### config.mk
export PLATFORM = sky130hd
export DESIGN_NAME = timer_ctrl
export DESIGN_NICKNAME = d
export VERILOG_FILES = /design/src/rtl/timer_pkg.sv /design/src/rtl/timer_ctrl_btn_edge.sv /design/src/rtl/timer_ctrl.sv
export SDC_FILE = /design/constraint.sdc
export NUM_CORES = 1
export LEC_CHECK = 0
export CAP_MARGIN = 20
export CORE_ASPECT_RATIO = 1.4
export CORE_MARGIN = 2
export CORE_UTILIZATION = 57
export DETAILED_ROUTE_END_ITERATION = 8
export MAX_ROUTING_LAYER = met4
export PLACE_DENSITY_LB_ADDON = 0.1
export RECOVER_POWER = 50
export SYNTH_ARGS = -nofsm -noshare
export SYNTH_HDL_FRONTEND = slang
export SYNTH_SLANG_ARGS = --single-unit
### constraint.sdc
create_clock -name clk -period 2.2 [get_ports clk]
set_input_delay 0.22 -clock clk [delete_from_list [all_inputs] [get_ports clk]]
set_output_delay 0.22 -clock clk [all_outputs]
set_load 0.05 [all_outputs]
### src/rtl/timer_pkg.sv
// Shared types and constants for the countdown timer sequencing controller.
package timer_pkg;

  typedef enum logic [1:0] {
    IDLE  = 2'd0,
    LOAD  = 2'd1,
    RUN   = 2'd2,
    ALARM = 2'd3
  } state_t;

  // Cycles spent in LOAD so the timer datapath reloads from the new preset.
  localparam int LOAD_CYCLES = 2;

  localparam logic [15:0] BCD_ZERO = 16'h0000;

endpackage

### src/rtl/timer_ctrl_btn_edge.sv
// Two-flop synchronizer followed by a rising-edge detector; holding the input
// high yields exactly one pulse.
module btn_edge (
  input  logic clk,
  input  logic rstn,
  input  logic in,
  output logic pulse
);

  logic sync1;
  logic sync2;
  logic prev;

  always_ff @(posedge clk or negedge rstn) begin
    if (!rstn) begin
      sync1 <= 1'b0;
      sync2 <= 1'b0;
      prev  <= 1'b0;
    end else begin
      sync1 <= in;
      sync2 <= sync1;
      prev  <= sync2;
    end
  end

  assign pulse = sync2 & ~prev;

endmodule

### src/rtl/timer_ctrl.sv
// Run/stop sequencer for the minute-preset countdown timer: button edges,
// preset freeze, expiry detection and a time-limited blinking alarm.
module timer_ctrl
  import timer_pkg::*;
#(
  parameter int CLK_HZ    = 100_000_000,
  parameter int ALARM_SEC = 10
) (
  input  logic        clk,
  input  logic        rstn,
  input  logic        btn_go,
  input  logic        btn_stop,
  input  logic [3:0]  sw,
  input  logic [15:0] timer,
  output logic        run,
  output logic [3:0]  preset,
  output logic        alarm,
  output logic        led_blink,
  output logic        busy,
  output logic [1:0]  state
);

  localparam int ALARM_LIMIT = ALARM_SEC * CLK_HZ;
  localparam int AW          = $clog2(ALARM_LIMIT + 1);
  localparam int BLINK_DIV   = (CLK_HZ / 4 > 0) ? CLK_HZ / 4 : 1;
  localparam int BW          = $clog2(BLINK_DIV + 1);

  localparam logic [AW-1:0] ALARM_LAST = AW'(ALARM_LIMIT - 1);
  localparam logic [BW-1:0] BLINK_LAST = BW'(BLINK_DIV - 1);
  localparam logic [1:0]    LOAD_LAST  = 2'(LOAD_CYCLES - 1);

  state_t          cur;
  state_t          nxt;
  logic            go;
  logic            stop;
  logic [1:0]      load_cnt;
  logic            run_seen;
  logic [AW-1:0]   alarm_cnt;
  logic [BW-1:0]   blink_cnt;

  btn_edge u_go (
    .clk   (clk),
    .rstn  (rstn),
    .in    (btn_go),
    .pulse (go)
  );

  btn_edge u_stop (
    .clk   (clk),
    .rstn  (rstn),
    .in    (btn_stop),
    .pulse (stop)
  );

  always_ff @(posedge clk or negedge rstn) begin
    if (!rstn) begin
      cur <= IDLE;
    end else begin
      cur <= nxt;
    end
  end

  // Stop has priority over expiry so a cancel never leaves a stray alarm.
  always_comb begin
    nxt = cur;
    case (cur)
      IDLE: begin
        if (go && sw != 4'd0) nxt = LOAD;
      end
      LOAD: begin
        if (stop)                       nxt = IDLE;
        else if (load_cnt == LOAD_LAST) nxt = RUN;
      end
      RUN: begin
        if (stop)                                nxt = IDLE;
        else if (run_seen && timer == BCD_ZERO)  nxt = ALARM;
      end
      ALARM: begin
        if (go || stop || alarm_cnt == ALARM_LAST) nxt = IDLE;
      end
      default: nxt = IDLE;
    endcase
  end

  // The first RUN cycle still sees the pre-start timer value, so expiry is
  // only trusted once a full RUN cycle has elapsed.
  always_ff @(posedge clk or negedge rstn) begin
    if (!rstn) begin
      load_cnt  <= 2'd0;
      run_seen  <= 1'b0;
      alarm_cnt <= '0;
    end else begin
      load_cnt  <= (cur == LOAD && nxt == LOAD) ? load_cnt + 2'd1 : 2'd0;
      run_seen  <= (cur == RUN && nxt == RUN);
      alarm_cnt <= (cur == ALARM && nxt == ALARM) ? alarm_cnt + AW'(1) : '0;
    end
  end

  always_ff @(posedge clk or negedge rstn) begin
    if (!rstn) begin
      blink_cnt <= '0;
      led_blink <= 1'b0;
    end else if (cur == ALARM && nxt == ALARM) begin
      if (blink_cnt == BLINK_LAST) begin
        blink_cnt <= '0;
        led_blink <= ~led_blink;
      end else begin
        blink_cnt <= blink_cnt + BW'(1);
      end
    end else begin
      blink_cnt <= '0;
      led_blink <= (nxt == ALARM);
    end
  end

  // Outputs follow the next state so they change on the same edge as state.
  always_ff @(posedge clk or negedge rstn) begin
    if (!rstn) begin
      run    <= 1'b0;
      alarm  <= 1'b0;
      busy   <= 1'b0;
      preset <= 4'd0;
    end else begin
      run   <= (nxt == RUN) || (nxt == ALARM);
      alarm <= (nxt == ALARM);
      busy  <= (nxt != IDLE);
      if (cur == IDLE && nxt == LOAD) preset <= sw;
    end
  end

  assign state = cur;

endmodule

==> Word-level counts from Yosys, hierarchy flattened <==
Cells that the tools add are included.
{ "word_totals": {"word_cells": 60, "mem_bits_rw": 0, "n_memories": 0, "regBits": 74, "latch_bits": 0, "romBits": 0, "inputBits": 24} }
{ "op_classes": {"shift": 0, "addsub": 3, "n_eq_ne": 10, "n_lt_le_gt_ge": 0, "n_div": 0, "n_mul": 0, "reduce_logical": 13, "bitwise": 5, "n_mux": 13} }
{ "op_table": {"columns": ["cell", "n"], "rows": [
  ["two-way mux 25 bit", 2],
  ["adder 30 x 1 -> 30 bit, second input constant", 1],
  ["== test 30 bit, second input constant", 1],
  ["two-way mux 30 bit", 1],
  ["adder 25 x 1 -> 25 bit, second input constant", 1],
  ["== test 25 bit, second input constant", 1],
  ["logical NOT 16 bit", 1],
  ["two-way mux 2 bit", 7],
  ["== test 2 bit, second input constant", 4],
  ["one-hot mux 2 bit (4 select lines)", 1],
  ["== test 2 x 1 -> 1 bit, second input constant", 3],
  ["logical AND 1 bit", 6],
  ["nonzero test 4 bit", 1],
  ["logical OR 1 bit", 3],
  ["NOT 1 bit", 3],
  ["adder 2 x 1 -> 2 bit, second input constant", 1],
  ["AND 1 bit", 2],
  ["logical NOT 2 bit", 1],
  ["two-way mux 1 bit", 2],
  ["inequality test 2 x 1 -> 1 bit, second input constant", 1],
  ["nonzero test 2 bit", 1]
]} }

==> Longest topological paths before layout <==
Gate-level depths: netlist of run 1.
{ "logic_depth": {"depth_word": 9, "ltp_mapped": 8, "mapped_depth_nobuf": 6} }

==> By module <==
A second synthesis of run 1 with hierarchy kept.
{ "unflattened": {"hier_cells": 348, "area_unflattened_um2": 3603.5} }
{ "by_module_without_submodules": {"columns": ["module", "n_inst", "area_each_um2", "cells_per_inst"], "rows": [
  ["timer_ctrl", 1, 3425.8, 340],
  ["btn_edge", 2, 88.8, 4]
]} }

==> Worst setup path before layout of run 1 <==
OpenSTA, ideal clock, no wires.
{ "synth_path": {"path_type": "register to register", "startpoint": "reg alarm_cnt[13]", "endpoint": "reg blink_cnt[10]", "arrival_ns": 1.775, "setup_ns": 0.119, "slack_ns": 0.305, "t_required_ns": 2.081, "path_stages_with_launch": 8, "path_cell_list": "dfrtp_1 or4b_1 nor4_1 a31o_1 nand2b_1 buf_6 buf_12 nor2_2"} }
{ "synth_between": {"elab_chain_cells": 7} }
{ "synth_rtl": {"columns": ["element", "line", "text"], "rows": [
  ["start, declared", "timer_ctrl.sv:38", "logic [AW-1:0] alarm_cnt;"],
  ["start signal, assigned", "timer_ctrl.sv:95", "alarm_cnt <= (cur == ALARM && nxt == ALARM) ? alarm_cnt + AW'(1) : '0;"],
  ["== test 30 bit", "timer_ctrl.sv:79", "if (go || stop || alarm_cnt == ALARM_LAST) nxt = IDLE;"],
  ["logical OR 1 bit", "timer_ctrl.sv:79", null],
  ["two-way mux 2 bit", "timer_ctrl.sv:79", null],
  ["one-hot mux 2 bit (4 select lines)", "timer_ctrl.sv:66", "case (cur)"],
  ["== test 2 bit", "timer_ctrl.sv:103", "end else if (cur == ALARM && nxt == ALARM) begin"],
  ["logical AND 1 bit", "timer_ctrl.sv:103", null],
  ["two-way mux 25 bit", "timer_ctrl.sv:103", null],
  ["end signal, assigned", "timer_ctrl.sv:108", "blink_cnt <= blink_cnt + BW'(1);"],
  ["end, declared", "timer_ctrl.sv:39", "logic [BW-1:0] blink_cnt;"]
]} }
Every way passes these cells.
A chain may end at the register's enable or synchronous reset.

==> Worst setup path after layout of run 1 <==
{ "layout_path": {"startpoint": "reg alarm_cnt[12]", "endpoint": "reg cur[0] (netlist: state[0])"} }
{ "layout_between": {"elab_chain_cells": 4} }
{ "layout_rtl": {"columns": ["element", "line", "text"], "rows": [
  ["== test 30 bit", "timer_ctrl.sv:79", null],
  ["logical OR 1 bit", "timer_ctrl.sv:79", null],
  ["two-way mux 2 bit", "timer_ctrl.sv:79", null],
  ["one-hot mux 2 bit (4 select lines)", "timer_ctrl.sv:66", null],
  ["net nxt[0]", "timer_ctrl.sv:33", "state_t nxt;"],
  ["end signal, assigned", "timer_ctrl.sv:59", "cur <= nxt;"],
  ["end, declared", "timer_ctrl.sv:32", "state_t cur;"]
]} }
The timed path passes the listed nets, and every way through them passes these cells.

==> results.py, run 1 <==
metrics = {
    "global_routing": {
        "globalRoute.busiestLayer": "met2",
        "grt_first_pass_wirelength_um": 12300,
        "grt_start_max_net_pins": 75,
        "grt.total_usage_pct": 23.1,
        "grt_antenna_before_repair": 0,
        "met3_usage_pct": 4.67,
        "globalRouteOverflowTotal": 0,
        "first_global_vias": 2737,
        "use_met2_pct": 38.0,
        "use_met1_pct": 27.0,
    },
    "sta": {
        "slew_headroom_pct": 34.4,
        "min_period_over_period_pct": 95.8,
        "hold_violation_count_in_the_final_report": 0,
        "clock-skew-final_ns": 0.00968,
        "post-route-min-period_ns": 2.11,
        "max_slew.worst_pin.slew_ns": 0.985,
        "max_clock_freq_mhz": 475,
        "timing.final.setup_violations": 0,
        "drv_slew": 0,
        "grt_setup_unrepaired": "no",
        "setup_total_negative_slack_ns": 0,
    },
    "cts": {
        "clkSlewWorstSetupHoldPaths_ns": 0.07,
        "cts.repair_timing.setup_buffer_count": 0,
        "tritoncts": "built",
        "clock_sinks": 74,
        "cts_made_buffers": 9,
        "insertion_delay_ns": 0.34,
        "ctsLongestPathBuffers": 2,
        "clockRootBuffer": "clkbuf_8",
        "clock_tree.htree_level_count": 3,
    },
    "place": {
        "finalWeightedCongestion": 0.828,
        "dp_hpwl_um": 4740,
        "placedCellCount": 449,
        "io_buf_count": 33,
    },
    "yosys": {
        "yosys.area.top_type": "dfrtp_1",
        "synth_seq_area_share_pct": 51.9,
        "synth.top_cells.by_area": "dfrtp_1 52%, xor2_1 6.4%, xnor2_1 4.7%",
        "synthArstFlopShare_pct": 100,
        "synth.lib_cells_used.distinct": 45,
        "synthCells": 339,
        "ys_top_cells_by_count": "74 x dfrtp_1, 33 x nor2_1, 26 x xor2_1, 23 x nand3_1, 20 x nor2_2",
        "ys.warnings.count": 0,
        "postSynthAreaPerCell_um2": 10.5,
        "top_ff_cell_synth": "dfrtp_1",
        "synth_enable_flop_cells": 0,
        "syn_nets": 366,
        "flip_flop_and_latch_count_after_synthesis": 74,
        "synth_cell_area_um2": 3570,
        "synth_top_area_share_pct": 51.9,
        "synth_most_common_cell": "dfrtp_1",
    },
    "min_path": {
        "hold_path_class": "register to register",
    },
    "detailed_routing": {
        "detail_route.first_pass.iterations": 4,
        "antenna_violating_nets_post_route": 0,
        "route.vias.total": 2593,
        "via_per_inst": 5.56,
        "total_drc_errors_in_the_routed_layout": 0,
        "drt_iter0_drc": 167,
        "wire_per_inst_um": 14.6,
        "final_wirelength_um": 6800,
    },
    "floorplanning": {
        "core_region_area_um2": 6130,
        "horizontal_die_dimension_um": 70.9,
        "count_of_standard_cell_rows": 34,
        "floorplan.die.height_um": 97.6,
        "floorplan.io_pins": 34,
        "initial_utilization_pct": 58.2,
        "design.die.area_um2": 6920,
    },
    "final_layout": {
        "net_count_of_the_finished_layout": 416,
        "instances_no_fill": 466,
        "insertedDiodeCount": 0,
        "synthToLayoutAreaGrowth_pct": 20.0,
        "post-route-util_pct": 69.9,
        "post_route_cells_drive_above_1_share_pct": 16.5,
    },
    "power": {
        "max-vdd-ir-drop_mv": 0.818,
        "cellPowerDensity_nw_per_um2": 852,
        "p_total_mw": 3.65,
        "cellLeakagePower_nw": 1.73,
    },
    "flow_run": {
        "timing.max_cap.violations": 0,
    },
    "critical_path": {
        "crit_fanout": 4,
        "worstPathRequired_ns": 2.42,
        "critPathKind": "register to register",
        "timing.critical_path.to_type": "register",
        "crit_arrival_ns": 2.32,
        "worst_setup_path_start_kind": "register",
    },
    "outcome": {
        "run_status": "complete, no violations",
    },
}
placed cells by master (no fill, tap or decap), drive strengths merged, types with 2 or more instances in the layout:
cell / count
clkbuf: 13
nand4: 12
nand2b: 4
and4: 6
xor2: 26
dlygate4sd3: 3
or3: 3
inv: 8
or4b: 4
bufinv: 3
nand2: 17
o22a: 2
ha: 3
and3: 14
mux2: 4
nand3: 24
a31o: 2
nand4b: 2
nor2b: 3
dfrtp: 74
nor2: 53
nor3: 10
clkdlybuf4s50: 30
nor4: 13
a21oi: 8
buf: 15
o21ai: 5
xnor2: 19
state kept, by name, summed over array words and instances, names as in the netlist, 2 cells and up:
name and cells:
alarm_cnt 30, blink_cnt 25, preset 4, load_cnt 2, state 2
worst paths after layout:
check                         startpoint             to  slack, ns  cells after the start
min in group asynchronous           rstn  alarm_cnt[19]       0.70                      3
hold / removal                u_go.sync1     u_go.sync2       0.35                      0
setup reg to reg           alarm_cnt[12]       state[0]       0.09                      6
max in group asynchronous           rstn       state[1]       0.86                      3
hold reg to reg               u_go.sync1     u_go.sync2       0.35                      0
setup / recovery           alarm_cnt[12]       state[0]       0.09                      6
logic make-up after synthesis:
| group | count (synthesis) | synth area share, % |
|---|---|---|
| muxes | 4 | 1.26 |
| adders and majority gates | 4 | 1.33 |
| xor gates and xnor gates | 45 | 11.0 |
| buffers and inverters | 19 | 3.47 |
| and+or+nand+nor | 172 | 27.0 |
| DFF | 74 | 51.9 |
| AOI/OAI and AO/OA | 21 | 3.93 |
critical path, stage by stage (launching register included):
cell,delay (ns)
dfrtp_1,0.40
or4b_1,0.52
nor4_1,0.33
a31o_1,0.27
buf_4,0.17
a21boi_2,0.21
a21oi_1,0.09
through the flow:
stage / area (µm²) / setup slack, ns / hold WS, ns
6_report: 4280 / 0.0930 / 0.352
5_1_grt: 4280 / 0.00484 / 0.369
4_1_cts: 4280 / 0.0301 / 0.300
3_5_place_dp: 4040 / 0.101 / 0.263
3_3_place_gp: 4040 / 0.181 / 0.263
2_1_floorplan: 3570 / 0.305 / -0.0756
power breakdown:
part | internal (mW) | total (mW) | switching, mW
combinational | 0.322 | 0.852 | 0.530
sequential | 1.47 | 1.56 | 0.0911
clock | 0.753 | 1.23 | 0.479
layer usage:
metal,wire [µm],share of wire (%)
met3,201,3.0
met2,3760,55
met1,2760,41
met5,0,0
met4,77,1.1
what timing repair did:
item / CTS / global route
resized for setup: 0 / 2
hold buffers: 1 / 0
endpoints found under the setup margin: 0 / 23
hold endpoints to repair: 74 / 0
area by class of cell:
| type | instances | area [µm²] |
|---|---|---|
| Sequential cell | 74 | 1850 |
| Inverter | 8 | 32.5 |
| Multi-Input combinational cell | 246 | 1600 |
| Timing Repair Buffer | 50 | 470 |
| Tap cell | 72 | 90.1 |
| Clock buffer | 11 | 131 |
| Fill cell | 471 | 1840 |
| Clock inverter | 5 | 103 |
(Power assumes the default switching activity.)
==> inputs of run 2 (changes only) <==
CTS_CLUSTER_DIAMETER = 150   (was default)
==> results of run 2 <==
Same layout as run 1: the final DEF is identical, and so are final timing and power.
